**src/rtl/cpu_pkg.sv**
```systemverilog
// cpu_pkg: shared widths, opcodes and fetch-queue state encoding.
// Imported by the fetch queue and its helpers.
package cpu_pkg;

    localparam int WIDTH     = 32;
    localparam int ADDRSIZE  = 12;
    localparam int IFQ_DEPTH = 4;

    // Major opcode lives in the top nibble of each instruction word.
    localparam logic [3:0] OP_NOP = 4'b0000;
    localparam logic [3:0] OP_ALU = 4'b0001;
    localparam logic [3:0] OP_LD  = 4'b0010;
    localparam logic [3:0] OP_ST  = 4'b0011;
    localparam logic [3:0] OP_BR  = 4'b0100;
    localparam logic [3:0] OP_JMP = 4'b0101;
    localparam logic [3:0] OP_HLT = 4'b1001;

    typedef enum logic [1:0] {
        ST_FETCH   = 2'd0,
        ST_FULL    = 2'd1,
        ST_DISCARD = 2'd2,
        ST_HALT    = 2'd3
    } ifq_state_e;

    function automatic logic is_hlt(input logic [3:0] op);
        return op == OP_HLT;
    endfunction

endpackage

```
**src/rtl/ifq_fifo.sv**
```systemverilog
// ifq_fifo: circular queue of {pc, word} entries for the fetch unit.
// Flush empties the queue and wins over push/pop in the same cycle.
module ifq_fifo #(
    parameter int DW    = 44,
    parameter int DEPTH = 4
) (
    input  logic                   clk,
    input  logic                   rst,
    input  logic                   push,
    input  logic                   pop,
    input  logic                   flush,
    input  logic [DW-1:0]          din,
    output logic [DW-1:0]          dout,
    output logic [$clog2(DEPTH):0] count,
    output logic                   empty,
    output logic                   full
);

    localparam int AW = $clog2(DEPTH);
    localparam int CW = AW + 1;

    logic [DW-1:0] mem [DEPTH];
    logic [AW-1:0] rd_ptr;
    logic [AW-1:0] wr_ptr;
    logic          do_push;
    logic          do_pop;

    assign empty   = (count == '0);
    assign full    = (count == CW'(DEPTH));
    assign do_pop  = pop && !empty;
    assign do_push = push && (!full || do_pop);
    assign dout    = mem[rd_ptr];

    // entry storage, cleared so the head reads zero out of reset
    always_ff @(posedge clk or negedge rst) begin
        if (!rst) begin
            for (int i = 0; i < DEPTH; i++) begin
                mem[i] <= '0;
            end
        end else if (do_push && !flush) begin
            mem[wr_ptr] <= din;
        end
    end

    // pointers and occupancy
    always_ff @(posedge clk or negedge rst) begin
        if (!rst) begin
            rd_ptr <= '0;
            wr_ptr <= '0;
            count  <= '0;
        end else if (flush) begin
            rd_ptr <= '0;
            wr_ptr <= '0;
            count  <= '0;
        end else begin
            if (do_push) begin
                wr_ptr <= wr_ptr + AW'(1);
            end
            if (do_pop) begin
                rd_ptr <= rd_ptr + AW'(1);
            end
            count <= count + CW'(do_push) - CW'(do_pop);
        end
    end

endmodule

```
**src/rtl/instruction_fetch_queue.sv**
```systemverilog
// instruction_fetch_queue: single-outstanding fetcher feeding a small queue.
// Define IFQ_STATS_EN to add saturating fetch_count/flush_count outputs.
module instruction_fetch_queue #(
    parameter int WIDTH    = cpu_pkg::WIDTH,
    parameter int ADDRSIZE = cpu_pkg::ADDRSIZE,
    parameter int DEPTH    = cpu_pkg::IFQ_DEPTH
) (
    input  logic                clk,
    input  logic                rst,
    output logic                ins_req,
    output logic [ADDRSIZE-1:0] ins_addr,
    input  logic                ins_ack,
    input  logic [WIDTH-1:0]    ins_rdata,
    output logic                ir_valid,
    output logic [WIDTH-1:0]    ir_out,
    output logic [ADDRSIZE-1:0] ir_pc,
    input  logic                deq,
    input  logic                branch_taken,
    input  logic [ADDRSIZE-1:0] branch_target,
    output logic                halted
`ifdef IFQ_STATS_EN
    ,
    output logic [15:0]         fetch_count,
    output logic [15:0]         flush_count
`endif
);

    import cpu_pkg::*;

    localparam int DW = WIDTH + ADDRSIZE;
    localparam int CW = $clog2(DEPTH) + 1;

    ifq_state_e          state_q;
    ifq_state_e          state_d;
    logic [ADDRSIZE-1:0] addr_q;
    logic [ADDRSIZE-1:0] addr_d;
    logic [ADDRSIZE-1:0] tgt_q;
    logic [ADDRSIZE-1:0] tgt_d;
    logic                live_q;

    logic                ack_ok;
    logic                deq_ok;
    logic                hlt_word;
    logic                q_push;
    logic                q_empty;
    logic                q_full;
    logic [CW-1:0]       q_count;
    logic [CW-1:0]       fill_next;
    logic [DW-1:0]       q_dout;

    // live_q holds requests off for the first cycle after reset release
    assign ins_req = live_q &&
                     ((state_q == ST_DISCARD) ||
                      (state_q == ST_FETCH && !q_full));
    assign ins_addr  = addr_q;
    assign halted    = (state_q == ST_HALT);
    assign ack_ok    = ins_req && ins_ack;
    assign ir_valid  = !q_empty;
    assign deq_ok    = deq && ir_valid;
    assign hlt_word  = is_hlt(ins_rdata[WIDTH-1 -: 4]);
    assign q_push    = ack_ok && (state_q == ST_FETCH) && !branch_taken;
    assign fill_next = q_count + CW'(1) - CW'(deq_ok);
    assign ir_out    = q_dout[WIDTH-1:0];
    assign ir_pc     = q_dout[DW-1:WIDTH];

    ifq_fifo #(
        .DW    (DW),
        .DEPTH (DEPTH)
    ) u_fifo (
        .clk   (clk),
        .rst   (rst),
        .push  (q_push),
        .pop   (deq_ok),
        .flush (branch_taken),
        .din   ({ins_addr, ins_rdata}),
        .dout  (q_dout),
        .count (q_count),
        .empty (q_empty),
        .full  (q_full)
    );

    // next state, fetch address and pending redirect target
    always_comb begin
        state_d = state_q;
        addr_d  = addr_q;
        tgt_d   = tgt_q;
        unique case (state_q)
            ST_FETCH: begin
                if (branch_taken) begin
                    if (ins_req && !ins_ack) begin
                        state_d = ST_DISCARD;
                        tgt_d   = branch_target;
                    end else begin
                        addr_d = branch_target;
                    end
                end else if (ack_ok) begin
                    addr_d = addr_q + ADDRSIZE'(1);
                    if (hlt_word) begin
                        state_d = ST_HALT;
                    end else if (fill_next == CW'(DEPTH)) begin
                        state_d = ST_FULL;
                    end
                end
            end
            ST_FULL: begin
                if (branch_taken) begin
                    state_d = ST_FETCH;
                    addr_d  = branch_target;
                end else if (deq_ok) begin
                    state_d = ST_FETCH;
                end
            end
            ST_DISCARD: begin
                if (branch_taken) begin
                    tgt_d = branch_target;
                    if (ack_ok) begin
                        state_d = ST_FETCH;
                        addr_d  = branch_target;
                    end
                end else if (ack_ok) begin
                    state_d = ST_FETCH;
                    addr_d  = tgt_q;
                end
            end
            ST_HALT: begin
                if (branch_taken) begin
                    state_d = ST_FETCH;
                    addr_d  = branch_target;
                end
            end
            default: begin
                state_d = ST_FETCH;
            end
        endcase
    end

    // state, address and startup registers
    always_ff @(posedge clk or negedge rst) begin
        if (!rst) begin
            state_q <= ST_FETCH;
            addr_q  <= '0;
            tgt_q   <= '0;
            live_q  <= 1'b0;
        end else begin
            state_q <= state_d;
            addr_q  <= addr_d;
            tgt_q   <= tgt_d;
            live_q  <= 1'b1;
        end
    end

`ifdef IFQ_STATS_EN
    // saturating counts of completed fetches and flushes
    always_ff @(posedge clk or negedge rst) begin
        if (!rst) begin
            fetch_count <= '0;
            flush_count <= '0;
        end else begin
            if (ack_ok && fetch_count != 16'hFFFF) begin
                fetch_count <= fetch_count + 16'd1;
            end
            if (branch_taken && flush_count != 16'hFFFF) begin
                flush_count <= flush_count + 16'd1;
            end
        end
    end
`else
    // statistics counters are not built in this configuration
`endif

endmodule

```
**config.mk**
```make
export PLATFORM = sky130hd
export DESIGN_NAME = instruction_fetch_queue
export DESIGN_NICKNAME = d
export VERILOG_FILES = /design/src/rtl/cpu_pkg.sv /design/src/rtl/ifq_fifo.sv /design/src/rtl/instruction_fetch_queue.sv
export SDC_FILE = /design/constraint.sdc
export NUM_CORES = 1
export LEC_CHECK = 0
export ABC_AREA = 1
export BUFFER_PORTS_ARGS = -buffer_cell sky130_fd_sc_hd__buf_2
export CORE_MARGIN = 2
export CORE_UTILIZATION = 53
export CTS_CLUSTER_SIZE = 8
export DETAILED_ROUTE_END_ITERATION = 6
export PLACE_DENSITY = 0.87
export SETUP_SLACK_MARGIN = 0.05
export SLEW_MARGIN = 40
export SYNTH_ARGS = -nofsm -noshare
export SYNTH_HDL_FRONTEND = slang
export SYNTH_SLANG_ARGS = --single-unit
```
**constraint.sdc**
```tcl
create_clock -name clk -period 1.8 [get_ports clk]
set_input_delay 0.36 -clock clk [delete_from_list [all_inputs] [get_ports clk]]
set_output_delay 0.36 -clock clk [all_outputs]
set_load 0.02 [all_outputs]
```
==> impl_metrics.toml <==
[worst_setup_path]
critical_path.cell_chain = "inv_8 > buf_8 > o21ai_1 > o22ai_2 > buf_4"
critPathTopFamily = "compound AO/OA/AOI/OAI gates"
rr_endpoint = "u_fifo.mem[95]"
crit_required_ps = 1440
r2r_cells = 9
crit_type = "flip-flop to output pin"
r2r-start = "u_fifo.count[2]"
worst-path-buf-inv = 3
slowest_stage = "o21ai_1"
max_stage_delay_ps = 630
end_kind = "output pin"
worstPathArrival_ps = 2400
cp.depth = 5
reg2reg_setup_slack_ps = -210
path_max_fanout = 16
startpoint_type = "flip-flop"

[cts]
clock_path_buffers = 3
cts-root-buf = "clkbuf_16"
numCtsBuffers = 30
cts.sinks = 210
cts_tree = "done"
clk_pin_slew_ps = 60
htreeDepth = 1
clk_latency_ps = 560

[routing]
drc = 0
drtAntennaViolNets = 0
wl_met3_microns = 7610
vias = 11300
firstDrtPassIters = 6
drt_iter0_markers = 1747
dr.max_layer_used = "met5"
wl_met1_microns = 15400
wl_met2_microns = 20200
post_drt_wl_per_cell_microns = 30.5
wirelength_microns = 48500
routed_via_density = 7.10

[floorplan]
fp.coreArea_sq_um = 17800
die_h_microns = 138
die_area_sq_um = 19100
die_w_microns = 138
row_count = 49
ioPinCount = 108
start_util_pct = 53.6

[yosys]
synth.yosys.seq_area_share_pct = 54.9
syn-num-nets = 1209
yosysTopAreaCellShare_pct = 54.9
synthDistinctLibCells = 27
syn-cell-area_sq_um = 9570
ys_warn_count = 0
synthCells = 1150
yosys-top-cells-area = "dfrtp_1 (55%), o21ai_0 (15%), nand2_1 (10%)"
syn_avg_cell_area_sq_um = 8.32
ys_seq_elements = 210
yosysTopAreaCell = "dfrtp_1"

[cells_and_area]
stdcell_area_sq_um = 15600
multiInputGateArea_sq_um = 5830
drive_gt1_share_pct = 49.6
fillCellCount = 609
final_cells = 1590
synthToLayoutAreaGrowth_pct = 62.7
layout.nets = 1419
utilization_pct = 87.3
seq_area_sq_um = 5260
diodes = 0

[placement]
post-dp-hpwl_microns = 15200
place_congestion = 0.878
placed_cell_area_sq_um = 10700
numPortBuffers = 107
dp_worst_setup_slack_ps = -57.1
placed_cells = 1462

[pwr]
irDropWorstVdd_mv = 1.57
power_frac_comb_pct = 49.5
cellPowerDensity_nw_per_um2 = 1700
p_clk_share_pct = 19.4
power_frac_seq_pct = 31.1
leakagePower_nw = 7.25
p_int_mw = 14.7
p_switching_mw = 11.9
swShare_pct = 44.7

[global_routing]
grt_antenna_before_repair = 1
grt_pass1_vias = 9655
grt_overflow = 0
grt_use_total_pct = 33.3
grt_max_degree = 61
grt_pass1_wl_microns = 51300

[timing]
tns_ps = -31430
fin_crit_sh_pct = 154
fin_crit_ps = 2760
drv_slew = 0
setup_viol = 213
worst_clock_skew_ps = 25.5
setup_ws_ps = -964
rsz0062_at_grt = "yes"
fmax_ghz = 0.362
finalHoldViolCount = 0
tightest_slew_ps = 802
slew_headroom_pct = 46.2

[run]
drv_cap = 0

[hold_path]
hold_end = "tgt_q[4]"
hold_depth = 3
hold_start = "branch_target[4]"
hp-class = "primary input to flip-flop"

[run_status]
status = "finished, violations left"
violations = "setup timing"
timing repair:
| action | CTS | global route |
|---|---|---|
| buffers inserted | 28 | 14 |
| gates resized for setup | 316 | 576 |
| setup endpoints to repair | 102 | 235 |
| gates cloned | 27 | 31 |
| hold endpoints to repair | 34 | 0 |
| hold buffers | 1 | 0 |
| pin swaps | 47 | 30 |
stage by stage:
step,hold WS [ps],power (mW)
floorplan,64.4,11.9
global placement,308,14.3
detailed placement,306,14.6
CTS,78.8,21.7
global route,103,27.2
finish,76.5,26.5
registers in the layout, summed over array words and instances (netlist names):
register       flops
state_q            2
tgt_q             12
u_fifo.count       3
u_fifo.mem       176
ins_addr          12
live_q             1
u_fifo.rd_ptr      2
u_fifo.wr_ptr      2
how the worst max path moves through the flow:
| stage | from | end | slack (ps) |
|---|---|---|---|
| floorplan | u_fifo.count[1] | u_fifo.count[1] | -90 |
| global placement | u_fifo.count[1] | u_fifo.count[1] | 50 |
| detailed placement | u_fifo.count[2] | state_q[0] | -60 |
| CTS | u_fifo.rd_ptr[0] | ir_pc[4] | -370 |
| global route | u_fifo.rd_ptr[0] | ir_out[7] | -870 |
| finish | u_fifo.rd_ptr[0] | ir_out[7] | -960 |
synthesized netlist by cell type (all sizes together):
| cell type | n |
|---|---|
| o21ai | 298 |
| ha | 9 |
| a21boi | 1 |
| conb | 1 |
| clkbuf | 57 |
| xor2 | 3 |
| a21oi | 14 |
| buf | 14 |
| inv | 82 |
| nor3 | 4 |
| nand3 | 16 |
| a22oi | 2 |
| o221ai | 2 |
| o22ai | 47 |
| clkinv | 1 |
| nor2 | 113 |
| nand4 | 5 |
| nand2 | 270 |
| fa | 1 |
| dfrtp | 210 |
logic make-up after synthesis:
kind of cell    after synthesis  share of synthesized area, %
flops                       210                          54.9
simple gates                408                          16.8
compound gates              364                          19.8
buf+inv                     154                          6.77
fa+ha+maj                    10                          1.39
xor+xnor                      3                         0.275
other cells                   1                        0.0392
cells in the final DEF (no fill, tap or decap), drive strengths merged:
cell type | synthesis | final
o21ai | 298 | 298
inv | 82 | 83
clkbuf | 57 | 55
nor2 | 113 | 113
xor2 | 3 | 3
dfrtp | 210 | 210
o22ai | 47 | 47
nor3 | 4 | 4
buf | 14 | 221
fa | 1 | 1
nand3 | 16 | 16
o221ai | 2 | 2
nand4 | 5 | 5
dlygate4sd3 | 0 | 1
nand2 | 270 | 274
a21boi | 1 | 1
ha | 9 | 9
a21oi | 14 | 14
conb | 1 | 1
clkinv | 1 | 1
a22oi | 2 | 2
area by class of cell:
cell class	instances	share of cell area, %
clock buffer	32	5.01
clock inverter	1	0.0562
inverter	83	2.10
multi-input combinational	790	37.5
sequential	210	33.8
tap	229	1.84
timing repair buffer	245	19.8
power groups by stage:
stage | registers [mW] | clock network (mW) | logic, mW
after floorplan | 7.08 | 0 | 4.85
after detailed placement | 7.15 | 0 | 7.42
after global routing | 8.23 | 5.29 | 13.6
after global placement | 7.08 | 0 | 7.21
final | 8.24 | 5.14 | 13.1
after CTS | 7.26 | 4.94 | 9.48
layer usage:
metal / GRT usage (%) / vias up
met5: 0 / -
met4: 14.4 / 2
met3: 7.34 / 531
met2: 54.7 / 1312
met1: 42.9 / 5187
li1: - / 4260
worst min-delay path, stage by stage:
cell and delay [ps]:
buf_2 110, inv_1 40, o21ai_0 70
(Power assumes the default switching activity.)
